### src/rtl/colour_bbox_tracker.sv
// colour_bbox_tracker
//   Per-frame blob extractor downstream of the pixel classifier. It tracks
//   the pixel coordinate, applies a horizontal run-length noise filter, and
//   accumulates a bounding box and qualified-pixel count for each of the
//   five ball colours (classes 1..5). At end of frame the accumulators are
//   copied into a readout bank.
//
// Ports
//   clk, rst            clock, asynchronous active-low reset
//   in_valid            pixel strobe; every other pixel input is ignored when low
//   in_sop/eol/eop      frame start / line end / frame end markers
//   class_in            colour class aligned with the markers (6,7 read as 0)
//   rd_sel              readout class select (1..5; others read zero)
//   rd_min/max_x/y      committed bounding box for rd_sel (combinational)
//   rd_count            committed qualified pixel count for rd_sel
//   found               bit c-1 set when class c reached MIN_PIXELS last frame
//   frame_done          one-cycle pulse in the cycle the bank is loaded
//   frame_cnt           committed frame counter, wraps 255 -> 0
module colour_bbox_tracker #(
  parameter int MIN_RUN    = 4,
  parameter int MIN_PIXELS = 64,
  parameter int X_W        = 11,
  parameter int Y_W        = 11,
  parameter int CNT_W      = 20
) (
  input  logic             clk,
  input  logic             rst,
  input  logic             in_valid,
  input  logic             in_sop,
  input  logic             in_eol,
  input  logic             in_eop,
  input  logic [2:0]       class_in,
  input  logic [2:0]       rd_sel,
  output logic [X_W-1:0]   rd_min_x,
  output logic [X_W-1:0]   rd_max_x,
  output logic [Y_W-1:0]   rd_min_y,
  output logic [Y_W-1:0]   rd_max_y,
  output logic [CNT_W-1:0] rd_count,
  output logic [4:0]       found,
  output logic             frame_done,
  output logic [7:0]       frame_cnt
);

  localparam int RUN_W = 4;
  localparam logic [RUN_W-1:0] RUN_SAT = RUN_W'(MIN_RUN);
  localparam logic [CNT_W-1:0] PIX_THR = CNT_W'(MIN_PIXELS);

  typedef enum logic [0:0] {
    ST_IDLE   = 1'b0,
    ST_ACTIVE = 1'b1
  } state_t;

  state_t                  state_q, state_d;
  logic [X_W-1:0]          x_q, x_d;
  logic [Y_W-1:0]          y_q, y_d;
  logic [RUN_W-1:0]        run_q, run_d;
  logic [2:0]              prev_cls_q, prev_cls_d;
  logic                    commit_q, commit_d;

  logic [4:0][X_W-1:0]     acc_min_x_q, acc_min_x_d, acc_max_x_q, acc_max_x_d;
  logic [4:0][Y_W-1:0]     acc_min_y_q, acc_min_y_d, acc_max_y_q, acc_max_y_d;
  logic [4:0][CNT_W-1:0]   acc_cnt_q, acc_cnt_d;

  logic [4:0][X_W-1:0]     bank_min_x_q, bank_min_x_d, bank_max_x_q, bank_max_x_d;
  logic [4:0][Y_W-1:0]     bank_min_y_q, bank_min_y_d, bank_max_y_q, bank_max_y_d;
  logic [4:0][CNT_W-1:0]   bank_cnt_q, bank_cnt_d;
  logic [4:0]              found_q, found_d;
  logic [7:0]              frame_cnt_q, frame_cnt_d;

  logic                    take;
  logic                    first_px;
  logic                    qualify;
  logic [2:0]              cls;
  logic [X_W-1:0]          px;
  logic [Y_W-1:0]          py;
  logic [RUN_W-1:0]        run_len;
  logic                    sel_ok;
  logic [2:0]              rd_idx;

  // Current pixel decode: coordinate, run length and qualification.
  always_comb begin
    cls  = (class_in > 3'd5) ? 3'd0 : class_in;
    // In IDLE only a sop pixel is accepted; it starts a frame.
    take = in_valid & (in_sop | (state_q == ST_ACTIVE));
    px   = in_sop ? '0 : x_q;
    py   = in_sop ? '0 : y_q;
    // x only returns to 0 at the start of a line (sop or after eol).
    first_px = (px == '0);
    if (cls == 3'd0) begin
      run_len = '0;
    end else if (first_px || (cls != prev_cls_q)) begin
      run_len = RUN_W'(1);
    end else if (run_q >= RUN_SAT) begin
      run_len = RUN_SAT;
    end else begin
      run_len = run_q + RUN_W'(1);
    end
    qualify = take & (cls != 3'd0) & (run_len >= RUN_SAT);
  end

  // Next-state for FSM, coordinate tracker and per-class accumulators.
  always_comb begin
    state_d     = state_q;
    x_d         = x_q;
    y_d         = y_q;
    run_d       = run_q;
    prev_cls_d  = prev_cls_q;
    commit_d    = 1'b0;
    acc_min_x_d = acc_min_x_q;
    acc_max_x_d = acc_max_x_q;
    acc_min_y_d = acc_min_y_q;
    acc_max_y_d = acc_max_y_q;
    acc_cnt_d   = acc_cnt_q;
    if (take) begin
      state_d    = in_eop ? ST_IDLE : ST_ACTIVE;
      commit_d   = in_eop;
      run_d      = run_len;
      prev_cls_d = cls;
      if (in_eol) begin
        x_d = '0;
        y_d = (py == '1) ? py : py + Y_W'(1);
      end else begin
        x_d = (px == '1) ? px : px + X_W'(1);
        y_d = py;
      end
      // A sop pixel is processed against freshly cleared accumulators.
      if (in_sop) begin
        acc_min_x_d = '1;
        acc_max_x_d = '0;
        acc_min_y_d = '1;
        acc_max_y_d = '0;
        acc_cnt_d   = '0;
      end else begin
        acc_cnt_d   = acc_cnt_q;
      end
      for (int c = 0; c < 5; c++) begin
        if (qualify && (cls == 3'(c + 1))) begin
          acc_min_x_d[c] = (px < acc_min_x_d[c]) ? px : acc_min_x_d[c];
          acc_max_x_d[c] = (px > acc_max_x_d[c]) ? px : acc_max_x_d[c];
          acc_min_y_d[c] = (py < acc_min_y_d[c]) ? py : acc_min_y_d[c];
          acc_max_y_d[c] = (py > acc_max_y_d[c]) ? py : acc_max_y_d[c];
          acc_cnt_d[c]   = (acc_cnt_d[c] == '1) ? acc_cnt_d[c]
                                                : acc_cnt_d[c] + CNT_W'(1);
        end else begin
          acc_cnt_d[c]   = acc_cnt_d[c];
        end
      end
    end else begin
      commit_d = 1'b0;
    end
  end

  // Bank load one cycle after the eop pixel has reached the accumulators.
  always_comb begin
    bank_min_x_d = bank_min_x_q;
    bank_max_x_d = bank_max_x_q;
    bank_min_y_d = bank_min_y_q;
    bank_max_y_d = bank_max_y_q;
    bank_cnt_d   = bank_cnt_q;
    found_d      = found_q;
    frame_cnt_d  = frame_cnt_q;
    if (commit_q) begin
      bank_min_x_d = acc_min_x_q;
      bank_max_x_d = acc_max_x_q;
      bank_min_y_d = acc_min_y_q;
      bank_max_y_d = acc_max_y_q;
      bank_cnt_d   = acc_cnt_q;
      for (int c = 0; c < 5; c++) begin
        found_d[c] = (acc_cnt_q[c] >= PIX_THR);
      end
      frame_cnt_d  = frame_cnt_q + 8'd1;
    end else begin
      frame_cnt_d  = frame_cnt_q;
    end
  end

  // All state; reset discards any frame in progress and zeroes the bank.
  always_ff @(posedge clk or negedge rst) begin
    if (!rst) begin
      state_q      <= ST_IDLE;
      x_q          <= '0;
      y_q          <= '0;
      run_q        <= '0;
      prev_cls_q   <= 3'd0;
      commit_q     <= 1'b0;
      acc_min_x_q  <= '1;
      acc_max_x_q  <= '0;
      acc_min_y_q  <= '1;
      acc_max_y_q  <= '0;
      acc_cnt_q    <= '0;
      bank_min_x_q <= '0;
      bank_max_x_q <= '0;
      bank_min_y_q <= '0;
      bank_max_y_q <= '0;
      bank_cnt_q   <= '0;
      found_q      <= 5'd0;
      frame_cnt_q  <= 8'd0;
    end else begin
      state_q      <= state_d;
      x_q          <= x_d;
      y_q          <= y_d;
      run_q        <= run_d;
      prev_cls_q   <= prev_cls_d;
      commit_q     <= commit_d;
      acc_min_x_q  <= acc_min_x_d;
      acc_max_x_q  <= acc_max_x_d;
      acc_min_y_q  <= acc_min_y_d;
      acc_max_y_q  <= acc_max_y_d;
      acc_cnt_q    <= acc_cnt_d;
      bank_min_x_q <= bank_min_x_d;
      bank_max_x_q <= bank_max_x_d;
      bank_min_y_q <= bank_min_y_d;
      bank_max_y_q <= bank_max_y_d;
      bank_cnt_q   <= bank_cnt_d;
      found_q      <= found_d;
      frame_cnt_q  <= frame_cnt_d;
    end
  end

  // Combinational readout; empty classes and invalid selects read zero.
  always_comb begin
    sel_ok = 1'b1;
    case (rd_sel)
      3'd1:    rd_idx = 3'd0;
      3'd2:    rd_idx = 3'd1;
      3'd3:    rd_idx = 3'd2;
      3'd4:    rd_idx = 3'd3;
      3'd5:    rd_idx = 3'd4;
      default: begin
        rd_idx = 3'd0;
        sel_ok = 1'b0;
      end
    endcase
    if (sel_ok && (bank_cnt_q[rd_idx] != '0)) begin
      rd_min_x = bank_min_x_q[rd_idx];
      rd_max_x = bank_max_x_q[rd_idx];
      rd_min_y = bank_min_y_q[rd_idx];
      rd_max_y = bank_max_y_q[rd_idx];
      rd_count = bank_cnt_q[rd_idx];
    end else begin
      rd_min_x = '0;
      rd_max_x = '0;
      rd_min_y = '0;
      rd_max_y = '0;
      rd_count = '0;
    end
  end

  assign found      = found_q;
  assign frame_done = commit_q;
  assign frame_cnt  = frame_cnt_q;

endmodule

### config.mk
export PLATFORM = sky130hd
export DESIGN_NAME = colour_bbox_tracker
export DESIGN_NICKNAME = d
export VERILOG_FILES = /design/src/rtl/colour_bbox_tracker.sv
export SDC_FILE = /design/constraint.sdc
export NUM_CORES = 2
export LEC_CHECK = 0
export CAP_MARGIN = 30
export CORE_ASPECT_RATIO = 0.9
export CORE_MARGIN = 4
export CORE_UTILIZATION = 47
export DETAILED_ROUTE_END_ITERATION = 8
export PLACE_DENSITY_LB_ADDON = 0.1
export SYNTH_ARGS = -nofsm -noshare
export SYNTH_HDL_FRONTEND = slang
export SYNTH_SLANG_ARGS = --single-unit
### constraint.sdc
create_clock -name clk -period 4.2 [get_ports clk]
set_input_delay 0.42 -clock clk [delete_from_list [all_inputs] [get_ports clk]]
set_output_delay 0.42 -clock clk [all_outputs]
set_load 0.005 [all_outputs]
==> out/qor.csv <==
stage,metric,value,unit
timing,min_period,4.03,ns
power_and_ir_drop,p_sw,3.74,mW
timing,max-slew-margin-rel,0.299,
place,gp_congestion,0.889,
timing,fin_crit_sh,0.960,
global_routing,antenna_found_initial,4,
final_layout,nets,3756,
logic_synthesis,syn_area_per_cell,10.5,um2
power_and_ir_drop,p_clk_frac,0.460,
clocking,numClockSinks,684,
global_routing,overflow,0,
global_routing,first_global_vias,28400,
logic_synthesis,synthFlopType,dfrtp_1,
clocking,cts_root_buf,clkbuf_16,
die,fp.dieW,302,um
timing,fmax,248,MHz
clocking,clk_pin_slew,0.06,ns
power_and_ir_drop,total_power,15.1,mW
place,post-place-cells,4514,
final_layout,synthToLayoutAreaGrowth,14.9,%
logic_synthesis,synth_area_leaders,"dfrtp_1, mux2_2, dfstp_2",
worst_setup_path,crit_path_end_kind,output port,
clocking,htree_num_levels,3,
global_routing,grt_max_degree,117,
die,io_pins,90,
timing,setup_slack,0.169,ns
drt,vias,28600,
global_routing,grt_pass1_wl,178000,um
power_and_ir_drop,vdd_drop_max,0.490,mV
logic_synthesis,ys_warn_count,0,
drt,wl,114000,um
drt,drt_iter0_markers,2131,
power_and_ir_drop,p_seq_frac,0.447,
clocking,worst_skew_pair.late_latency,0.62,ns
logic_synthesis,synth_top_area_share,0.394,
timing,worstMarginPinSlew,1.04,ns
die,core_area,76600,um2
place,io_buffers,89,
clocking,cts_made_buffers,75,
drt,via_per_inst,6.14,
power_and_ir_drop,switching_share,0.248,
drt,drt-pass1-iter-count,5,
die,die_h,272,um
logic_synthesis,synth_edf_count,0,
worst_setup_path,worstSetupStartpointType,input pin,
timing,drv_slew,0,
worst_setup_path,path_class,in2out,
final_layout,layout-drive-gt1-share,0.219,
power_and_ir_drop,combinationalPowerShare,0.092,
worst_setup_path,cp_data_required_time,3.78,ns
timing,finClkSkew,0.0224,ns
timing,grt_setup_unrepaired,no,
drt,ant_nets,0,
power_and_ir_drop,p_per_area,360,nW/um2
die,die-area,82200,um2
die,rows,96,
die,start_util,0.476,
power_and_ir_drop,p_leak,18.1,nW
logic_synthesis,yosysTopAreaCell,dfrtp_1,
logic_synthesis,synth_fp_nets,3654,
place,post-place-ws,-0.0446,ns
worst_setup_path,critPathMaxFanout,23,
global_routing,grtUsageTotal,0.278,
final_layout,fin_util,0.547,
logic_synthesis,ys_types,81,
worst_hold_path,min_path_type,in2reg,
timing,tns,0,ns
timing,hold_violations,0,
logic_synthesis,async_reset_ff_frac,1.00,
status,status,"complete, no violations",
logic_synthesis,ys_seq_area_frac,0.473,
final_layout,finalNonFillerCells,4654,
logic_synthesis,ys_seq_elements,684,
logic_synthesis,syn_inst,3462,
clocking,cts_tree,built,
power_and_ir_drop,p_int,11.3,mW
drt,drc,0,
logic_synthesis,syn_area,36500,um2
place,dp_hpwl,80000,um
timing,setup_viol,0,
worst_setup_path,cp.arrival,3.61,ns
drt,wl_per_cell,24.6,um
clocking,clk_path_buf_depth,3,
flow_run,drv_cap,0,
registers in the layout (all words and copies together), names as in the netlist, 8 cells and up:
signal,count
bank_min_y_q,55
bank_cnt_q,100
acc_min_x_q,55
bank_max_x_q,55
acc_min_y_q,55
bank_min_x_q,55
bank_max_y_q,55
y_q,11
acc_max_y_q,55
frame_cnt,8
acc_max_x_q,55
acc_cnt_q,100
x_q,11
cell usage after synthesis, drive strengths merged, types with 12 or more instances:
cell / count
and3: 24
dfrtp: 574
nor2: 220
xnor2: 78
mux2i: 20
a31oi: 15
and4: 18
and2: 24
o211ai: 55
a211oi: 17
inv: 69
nand2: 357
nor3: 49
clkbuf: 177
ha: 180
o22ai: 45
nand3: 58
o21ai: 161
a21oi: 146
o221ai: 40
dfstp: 110
nor4: 28
a2bb2oi: 56
mux2: 321
a22o: 93
nor2b: 55
buf: 44
xor2: 62
nand4: 51
a31o: 12
o22a: 23
nand2b: 43
a221oi: 12
a21o: 38
nor4b: 15
worst max-delay path: stages:
cell,delay [ns]
clkdlybuf4s50_1,0.47
buf_4,0.17
buf_4,0.17
nor2_1,0.06
buf_4,0.18
a221oi_1,0.35
o21ai_0,0.18
a22oi_1,0.19
nand4_1,0.17
o31ai_4,0.32
buf_12,0.16
buf_12,0.20
a21oi_1,0.08
clkdlybuf4s50_1,0.48
layout make-up:
cell class / instances / area (um2)
timing repair buffer: 246 / 2330
sequential: 684 / 17300
clock inverter: 26 / 344
antenna: 1 / 2.50
fill: 6743 / 34700
inverter: 80 / 305
tap: 1029 / 1290
clock buffer: 111 / 2220
multi-input combinational: 2477 / 18200
power groups by stage:
stage	clock, mW	sequential [mW]	combinational (mW)
after global routing	7.35	6.75	1.51
after global placement	0	6.85	1.36
after floorplan	0	6.82	0.693
after detailed placement	0	6.86	1.39
after CTS	7.06	6.74	1.39
final	6.94	6.74	1.39
metrics by stage:
| step | instance area, um2 | hold WS (ns) |
|---|---|---|
| floorplan | 36600 | 0.124 |
| global placement | 39300 | 0.455 |
| detailed placement | 39300 | 0.470 |
| CTS | 41900 | 0.203 |
| global route | 41900 | 0.216 |
| finish | 41900 | 0.233 |
logic make-up after synthesis:
| kind of cell | share of synthesized area |
|---|---|
| multiplexers | 0.109 |
| flip-flops | 0.473 |
| AND/OR/NAND/NOR | 0.136 |
| buffers and inverters | 0.0324 |
| XOR/XNOR | 0.0336 |
| adder cells (fa/ha/maj) | 0.0617 |
| AO/OA/AOI/OAI | 0.155 |
layout by cell type (no fill, tap or decap), types with 42 or more instances in the layout:
cell type / count
a21oi_1: 135
a22o_1: 92
a2bb2oi_1: 56
buf_4: 136
clkbuf_16: 79
clkdlybuf4s50_1: 85
dfrtp_1: 573
dfstp_2: 110
ha_1: 179
inv_1: 67
mux2_2: 321
nand2_1: 354
nand2b_1: 42
nand3_1: 58
nand4_1: 51
nor2_1: 220
nor2b_1: 54
nor3_1: 46
o211ai_1: 55
o21ai_0: 135
o22ai_1: 43
xnor2_1: 78
xor2_1: 62
path summary, 6_finish.rpt:
check / from / end / slack [ns] / cells after the start
max: rd_sel[2] / rd_max_x[10] / 0.17 / 14
min: in_sop / acc_min_x_q[1]$_DFFE_PN1P_ / 0.23 / 4
max reg2reg: x_q[1]$_DFFE_PN0P_ / acc_max_x_q[47]$_DFFE_PN0P_ / 0.28 / 11
min reg2reg: acc_min_y_q[47]$_DFFE_PN1P_ / acc_min_y_q[47]$_DFFE_PN1P_ / 0.48 / 2
max in group asynchronous: rst / acc_min_y_q[12]$_DFFE_PN1P_ / 2.62 / 3
min in group asynchronous: rst / bank_max_y_q[47]$_DFFE_PN0P_ / 0.45 / 2
layer usage:
metal  part of all wire  GRT usage  up-vias  wire, um
met5            0.00011          0        -        13
met4              0.025     0.0718        2      2900
met3              0.067     0.0446      172      7700
met2               0.44      0.415      954     50300
met1               0.47      0.420    14600     53400
li1                   -          -    12900         -
what timing repair did:
action / CTS / global route
endpoints found under the setup margin: 29 / 44
gates resized for setup: 1 / 12
hold buffers: 1 / 0
endpoints found under the hold margin: 97 / 0
pin swaps: 1 / 3
buffers inserted: 1 / 0
No activity file was read; power rests on OpenSTA's default activity.
